## config.mk

```make
export PLATFORM = sky130hd
export DESIGN_NAME = counter_seq_ctrl_flat
export DESIGN_NICKNAME = d
export VERILOG_FILES = /design/src/rtl/counter_ctrl_pkg.sv /design/src/rtl/counter_seq_ctrl_if.sv /design/src/rtl/counter_seq_ctrl.sv /design/src/flat_wrapper.sv
export SDC_FILE = /design/constraint.sdc
export NUM_CORES = 1
export LEC_CHECK = 0
export ABC_AREA = 0
export CAP_MARGIN = 25
export CELL_PAD_IN_SITES_DETAIL_PLACEMENT = 1
export CELL_PAD_IN_SITES_GLOBAL_PLACEMENT = 2
export CORE_ASPECT_RATIO = 0.7
export CORE_MARGIN = 2
export CORE_UTILIZATION = 27
export DETAILED_ROUTE_END_ITERATION = 8
export PLACE_DENSITY_LB_ADDON = 0.08
export SKIP_LAST_GASP = 1
export SYNTH_ARGS = -nofsm -noshare
export SYNTH_HDL_FRONTEND = slang
export SYNTH_SLANG_ARGS = --single-unit
export TNS_END_PERCENT = 50
```

## constraint.sdc

```tcl
create_clock -name clk -period 4.2 [get_ports clk]
set_input_delay 1.26 -clock clk [delete_from_list [all_inputs] [get_ports clk]]
set_output_delay 1.26 -clock clk [all_outputs]
set_load 0.005 [all_outputs]
```

## src/rtl/counter_ctrl_pkg.sv

```systemverilog
// counter_ctrl_pkg
// Shared types for the counter command sequencer: the command opcodes seen
// on the host side, the controller state encoding and the default counter
// width.
package counter_ctrl_pkg;

  localparam int CNT_W = 4;

  typedef enum logic [1:0] {
    OP_LOAD    = 2'd0,
    OP_UP_TO   = 2'd1,
    OP_DOWN_TO = 2'd2,
    OP_HOLD    = 2'd3
  } cmd_op_e;

  typedef enum logic [2:0] {
    ST_IDLE,
    ST_LOAD,
    ST_RUN,
    ST_HOLD,
    ST_DONE
  } state_e;

endpackage

```

## src/rtl/counter_seq_ctrl_if.sv

```systemverilog
// counter_seq_ctrl_if
// Host-side command and status bundle of the counter sequencer.
//   cmd_valid/cmd_ready : command handshake
//   cmd_op/cmd_arg/cmd_sat : operation, argument, saturate-at-boundary flag
//   abort               : terminate a running UP_TO, DOWN_TO or HOLD
//   busy/done/sat_hit/aborted : controller status and completion report
// master = host side, slave = controller side.
interface counter_seq_ctrl_if
  import counter_ctrl_pkg::*;
#(
  parameter int WIDTH = CNT_W
);

  logic             cmd_valid;
  logic             cmd_ready;
  logic [1:0]       cmd_op;
  logic [WIDTH-1:0] cmd_arg;
  logic             cmd_sat;
  logic             abort;
  logic             busy;
  logic             done;
  logic             sat_hit;
  logic             aborted;

  modport master (
    output cmd_valid, cmd_op, cmd_arg, cmd_sat, abort,
    input  cmd_ready, busy, done, sat_hit, aborted
  );

  modport slave (
    input  cmd_valid, cmd_op, cmd_arg, cmd_sat, abort,
    output cmd_ready, busy, done, sat_hit, aborted
  );

endinterface

```

## src/rtl/counter_seq_ctrl.sv

```systemverilog
// counter_seq_ctrl
// Command-driven sequencer for a WIDTH-bit up/down counter. Accepts one
// command per handshake (LOAD, UP_TO, DOWN_TO, HOLD), drives the counter's
// control inputs and reports completion with done/sat_hit/aborted.
// Ports:
//   clk, rst   : rising-edge clock, synchronous active-high reset
//   host       : command/status bundle (slave side)
//   load_n     : to counter, active-low load
//   data_load  : to counter, load value
//   ce         : to counter, count enable
//   up_down    : to counter, 1 = up, 0 = down
//   count_out  : from counter, current count
//   max_count  : from counter, count_out is all ones
//   zero       : from counter, count_out is zero
module counter_seq_ctrl
  import counter_ctrl_pkg::*;
#(
  parameter int WIDTH = CNT_W
) (
  input  logic                clk,
  input  logic                rst,
  counter_seq_ctrl_if.slave   host,
  output logic                load_n,
  output logic [WIDTH-1:0]    data_load,
  output logic                ce,
  output logic                up_down,
  input  logic [WIDTH-1:0]    count_out,
  input  logic                max_count,
  input  logic                zero
);

  state_e           state, state_nxt;
  cmd_op_e          op_q;
  logic [WIDTH-1:0] arg_q;
  logic             sat_q;
  logic [WIDTH-1:0] hold_cnt;
  logic             sat_hit_q, sat_hit_nxt;
  logic             aborted_q, aborted_nxt;
  logic             accept;
  logic             at_target;
  logic             stop;

  assign accept    = (state == ST_IDLE) && host.cmd_valid;
  assign at_target = (count_out == arg_q);
  // Saturating runs stop at the boundary in the direction of travel.
  assign stop      = sat_q && ((op_q == OP_UP_TO) ? max_count : zero);

  // Registered state, latched command and completion flags. The hold timer
  // is loaded with max(arg,1) so HOLD 0 still spends one cycle in HOLD.
  always_ff @(posedge clk) begin
    if (rst) begin
      state     <= ST_IDLE;
      op_q      <= OP_LOAD;
      arg_q     <= '0;
      sat_q     <= 1'b0;
      hold_cnt  <= '0;
      sat_hit_q <= 1'b0;
      aborted_q <= 1'b0;
    end else begin
      state     <= state_nxt;
      sat_hit_q <= sat_hit_nxt;
      aborted_q <= aborted_nxt;
      if (accept) begin
        op_q     <= cmd_op_e'(host.cmd_op);
        arg_q    <= host.cmd_arg;
        sat_q    <= host.cmd_sat;
        hold_cnt <= (host.cmd_arg == '0) ? WIDTH'(1) : host.cmd_arg;
      end else if (state == ST_HOLD) begin
        hold_cnt <= hold_cnt - WIDTH'(1);
      end
    end
  end

  // Next-state and output decode. In RUN, reaching the target wins over
  // abort, which wins over the saturation stop, so a target that sits on
  // a boundary completes cleanly. Reset overrides every output last.
  always_comb begin
    state_nxt      = state;
    sat_hit_nxt    = sat_hit_q;
    aborted_nxt    = aborted_q;
    host.cmd_ready = 1'b0;
    host.busy      = (state != ST_IDLE);
    host.done      = 1'b0;
    host.sat_hit   = 1'b0;
    host.aborted   = 1'b0;
    load_n         = 1'b1;
    data_load      = '0;
    ce             = 1'b0;
    up_down        = 1'b1;

    case (state)
      ST_IDLE: begin
        host.cmd_ready = 1'b1;
        if (host.cmd_valid) begin
          sat_hit_nxt = 1'b0;
          aborted_nxt = 1'b0;
          case (cmd_op_e'(host.cmd_op))
            OP_LOAD: state_nxt = ST_LOAD;
            OP_HOLD: state_nxt = ST_HOLD;
            default: state_nxt = ST_RUN;
          endcase
        end
      end
      ST_LOAD: begin
        load_n    = 1'b0;
        data_load = arg_q;
        state_nxt = ST_DONE;
      end
      ST_RUN: begin
        up_down = (op_q == OP_UP_TO);
        ce      = !at_target && !stop && !host.abort;
        if (at_target) begin
          state_nxt = ST_DONE;
        end else if (host.abort) begin
          state_nxt   = ST_DONE;
          aborted_nxt = 1'b1;
        end else if (stop) begin
          state_nxt   = ST_DONE;
          sat_hit_nxt = 1'b1;
        end
      end
      ST_HOLD: begin
        if (hold_cnt <= WIDTH'(1)) begin
          state_nxt = ST_DONE;
        end else if (host.abort) begin
          state_nxt   = ST_DONE;
          aborted_nxt = 1'b1;
        end
      end
      ST_DONE: begin
        host.done    = 1'b1;
        host.sat_hit = sat_hit_q;
        host.aborted = aborted_q;
        state_nxt    = ST_IDLE;
      end
      default: state_nxt = ST_IDLE;
    endcase

    if (rst) begin
      host.cmd_ready = 1'b0;
      host.busy      = 1'b0;
      host.done      = 1'b0;
      host.sat_hit   = 1'b0;
      host.aborted   = 1'b0;
      load_n         = 1'b1;
      data_load      = '0;
      ce             = 1'b0;
      up_down        = 1'b1;
    end
  end

endmodule
```

## src/flat_wrapper.sv

```systemverilog
// flat-port wrapper written by rule: the top's interface ports become plain ports
module counter_seq_ctrl_flat import counter_ctrl_pkg::*;
#(
  parameter int WIDTH = CNT_W
)
  (clk, rst, load_n, data_load, ce, up_down, count_out, max_count, zero, host_cmd_valid, host_cmd_op, host_cmd_arg, host_cmd_sat, host_abort, host_cmd_ready, host_busy, host_done, host_sat_hit, host_aborted);
  counter_seq_ctrl_if #(.WIDTH(WIDTH)) host_i ();
  input  logic clk;
  input  logic rst;
  output logic load_n;
  output logic [WIDTH-1:0] data_load;
  output logic ce;
  output logic up_down;
  input  logic [WIDTH-1:0] count_out;
  input  logic max_count;
  input  logic zero;
  input wire logic [$bits(host_i.cmd_valid)-1:0] host_cmd_valid;
  input wire logic [$bits(host_i.cmd_op)-1:0] host_cmd_op;
  input wire logic [$bits(host_i.cmd_arg)-1:0] host_cmd_arg;
  input wire logic [$bits(host_i.cmd_sat)-1:0] host_cmd_sat;
  input wire logic [$bits(host_i.abort)-1:0] host_abort;
  output wire logic [$bits(host_i.cmd_ready)-1:0] host_cmd_ready;
  output wire logic [$bits(host_i.busy)-1:0] host_busy;
  output wire logic [$bits(host_i.done)-1:0] host_done;
  output wire logic [$bits(host_i.sat_hit)-1:0] host_sat_hit;
  output wire logic [$bits(host_i.aborted)-1:0] host_aborted;
  assign host_i.cmd_valid = host_cmd_valid;
  assign host_i.cmd_op = host_cmd_op;
  assign host_i.cmd_arg = host_cmd_arg;
  assign host_i.cmd_sat = host_cmd_sat;
  assign host_i.abort = host_abort;
  assign host_cmd_ready = host_i.cmd_ready;
  assign host_busy = host_i.busy;
  assign host_done = host_i.done;
  assign host_sat_hit = host_i.sat_hit;
  assign host_aborted = host_i.aborted;
  counter_seq_ctrl #(.WIDTH(WIDTH)) u_core (.clk(clk), .rst(rst), .host(host_i), .load_n(load_n), .data_load(data_load), .ce(ce), .up_down(up_down), .count_out(count_out), .max_count(max_count), .zero(zero));
endmodule
```

==> summary.txt <==
Die
  • Die width: 74.2 µm
  • Rows: 17
  • Core ar.: 0.00321 mm²
  • Chip height: 53.1 µm
  • I/O pins: 29
  • Die area: 0.00394 mm²
  • Initial Utilization: 29.0%

GRT
  • Largest net degree at the start of global routing: 18
  • Congestion Overflow GR: 0
  • Number of global-route vias before repair: 957
  • Initial antenna violation count: 0
  • GRT Overall Usage: 16.1%
  • First-pass GRT wire length: 4680 µm

Power
  • Combinational Power Share: 30.1%
  • Power per cell area: 359 mW/mm²
  • Clock power share: 29.0%
  • Switching share of total power: 32.2%
  • Internal: 0.330 mW
  • Tot Pwr: 0.487 mW
  • VDD IR max: 135 µV
  • Reg power frac: 40.9%
  • Psw: 0.157 mW
  • Leakage Power: 0.516 nW

Synth
  • Top FF cell, synth: dfxtp_1
  • Yosys warns: 0
  • Yosys reg bits: 16
  • Yosys cell types: 36
  • Async S/R FF share, synth: 0%
  • Cells after synthesis: 117
  • Syn avg cell area: 7.96 µm²
  • EDFF count, synth: 0
  • Mapped Area: 931 µm²
  • Synthesized net count: 137
  • Seq/Total Area, Yosys: 34.4%

Clocking
  • CTS Root Cell: clkbuf_8
  • Clk_lat worst skew: 250 ps
  • CTS Buf Count: 3
  • H-tree depth: 1
  • Worst-path clk slew: 70 ps
  • CTS sink cnt: 16
  • CTS tree: done
  • Hold_buf cts: 0
  • CTS max path bufs: 2

Routing
  • ANT nets after route: 0
  • Drt initial violations: 31
  • Wirelength per Cell: 14.3 µm
  • Vias per cell: 4.82
  • Routed WL: 2820 µm
  • DRC violations left: 0
  • Total vias in the final route: 950
  • Detailed-router iteration count before antenna repair: 4

Finish
  • # fillers: 385
  • Ant diodes: 0
  • Area grow syn2layout: 45.7%
  • Cell area after layout: 0.00136 mm²
  • Final nets: 171
  • Storage cell area: 320 µm²
  • Area of the multi-input gates: 572 µm²
  • Layout cell share with drive strength beyond 1: 12.0%

Critical path
  • CP most frequent cell: clkdlybuf4s50_1
  • CP Max Fanout: 5
  • Worst path slowest cell: clkdlybuf4s50_1
  • Crit path kind: in -> out
  • Crit path required time: 2940 ps
  • CP arrival: 2850 ps
  • Cell breakdown of the critical path: clkdlybuf4s50_1 -> nor4b_1 -> buf_4 -> and2_1 -> clkdlybuf4s50_1
  • FF-to-FF Start: u_core.state[1]$_SDFFE_PP0P_
  • Critical Path Start Type: input pin
  • Crit path from: rst
  • Setup crit end kind: primary output
  • Max incr delay on CP: 520 ps

Timing
  • TNS Setup: 0 ps
  • Fmax: 243 MHz
  • Clk_skew: 5.95 ps
  • Slew Limit Headroom: 55.7%
  • Min Tclk post-route: 4110 ps
  • RSZ-0062 raised after global routing: true
  • Worst slew pin tran: 647 ps
  • Max-slew violations: 0
  • Final Hold Viols: 0
  • Period Utilization, post-route: 97.9%
  • Finish-stage setup viols: 0

Place
  • Gpl congestion: 0.766
  • Post-DP HPWL: 2150 µm
  • Placed cell area: 0.00129 mm²
  • Port Buffer Count: 28

Run status
  • Status: complete, no violations

Run
  • Max Cap Violations: 0

Worst hold path
  • Hold crit path type: reg -> reg
  • HP Start: u_core.op_q[0]$_SDFFE_PP0P_
-- Yosys cell counts (2+ instances only) --
master	number	share of area, %
xor2_1	4	3.8
nand2b_1	4	2.7
or3_1	2	1.3
nor3_1	5	2.7
nor4_1	4	2.7
and2_1	6	4.0
nand3b_1	2	1.6
dfxtp_1	16	34
buf_2	2	1.1
nor2_1	8	3.2
ha_1	3	4.0
o21ai_0	3	1.6
a31oi_1	2	1.3
nand2_1	19	7.7
inv_1	5	2.0
a21oi_1	9	4.8
clkbuf_1	3	1.2
nor4b_1	2	1.9
-- worst paths after layout --
kind	slack, ps	cells past startpoint	to
setup / recovery	90	5	host_sat_hit
hold / removal	460	2	u_core.op_q[0]$_SDFFE_PP0P_
setup reg to reg	2330	5	u_core.state[1]$_SDFFE_PP0P_
hold reg to reg	460	2	u_core.op_q[0]$_SDFFE_PP0P_
-- logic make-up (layout without fill, tap and decap cells) --
group                    Yosys count  after routing  share of synthesized area (%)
AO/OA/AOI/OAI                     21             21                           14.9
adder cells (fa/ha/maj)            3              3                           4.03
XOR/XNOR                           4              4                           3.76
AND/OR/NAND/NOR                   61             61                           36.3
flip-flops                        16             16                           34.4
multiplexers                       1              1                           1.08
buffers and inverters             11             44                           5.51
-- repair_timing --
item / CTS / global route
setup buffers: 0 / 0
pin swaps: 1 / 0
setup endpoints to repair: 1 / 6
gates resized for setup: 2 / 1
-- state kept, by name (all words and copies together), names as in the netlist --
signal / cells
u_core.sat_q: 1
u_core.aborted_q: 1
u_core.sat_hit_q: 1
u_core.hold_cnt: 4
u_core.state: 3
u_core.op_q: 2
u_core.arg_q: 4
-- layout make-up --
cell class	count	share of cell area, %
inverter	5	1.38
clock buffer	4	4.06
sequential	16	23.6
multi-input combinational	90	42.2
timing repair buffer	35	24.4
tap	47	4.34
-- cell usage in the layout (no fill, tap or decap), types with 2 or more instances in the layout --
cell,synthesis,layout
a21oi_1,9,9
a31oi_1,2,2
and2_1,6,6
buf_4,0,7
clkbuf_8,0,4
clkdlybuf4s50_1,0,27
dfxtp_1,16,16
ha_1,3,3
inv_1,5,5
nand2_1,19,19
nand2b_1,4,4
nand3b_1,2,2
nor2_1,8,8
nor3_1,5,5
nor4_1,4,3
nor4b_2,1,2
o21ai_0,3,3
or3_1,2,2
xor2_1,4,4
-- critical path, delay by kind of cell --
kind                   cells  cell delay, ps
buffers and inverters      3            1180
AND/OR/NAND/NOR            2             420
-- layer usage --
| metal | wire length [µm] | vias to the layer above | share of wire, % | track usage (%) |
|---|---|---|---|---|
| li1 | - | 477 | - | - |
| met1 | 1510 | 450 | 54 | 22.2 |
| met2 | 1190 | 23 | 42 | 24.0 |
| met3 | 121 | 0 | 4.3 | 4.76 |
| met4 | 0 | 0 | 0 | 4.85 |
| met5 | 0 | - | 0 | 0 |
-- power groups by stage --
stage	clock [mW]	sequential [mW]	combinational (mW)
floorplan	0	0.186	0.0961
global placement	0	0.201	0.142
detailed placement	0	0.202	0.146
CTS	0.143	0.199	0.148
global route	0.155	0.203	0.164
finish	0.141	0.199	0.146
-- stage by stage --
stage               util (%)  hold WS, ps  std cells  setup WS, ps
floorplan                  -          432        117           937
global placement        40.2          440        193          -102
detailed placement      40.2          454        193         -97.3
CTS                     42.0          464        197          41.5
global route            42.2          489        197         -61.9
finish                  42.2          462        197          87.0
Power figures use the tool's default switching activity.
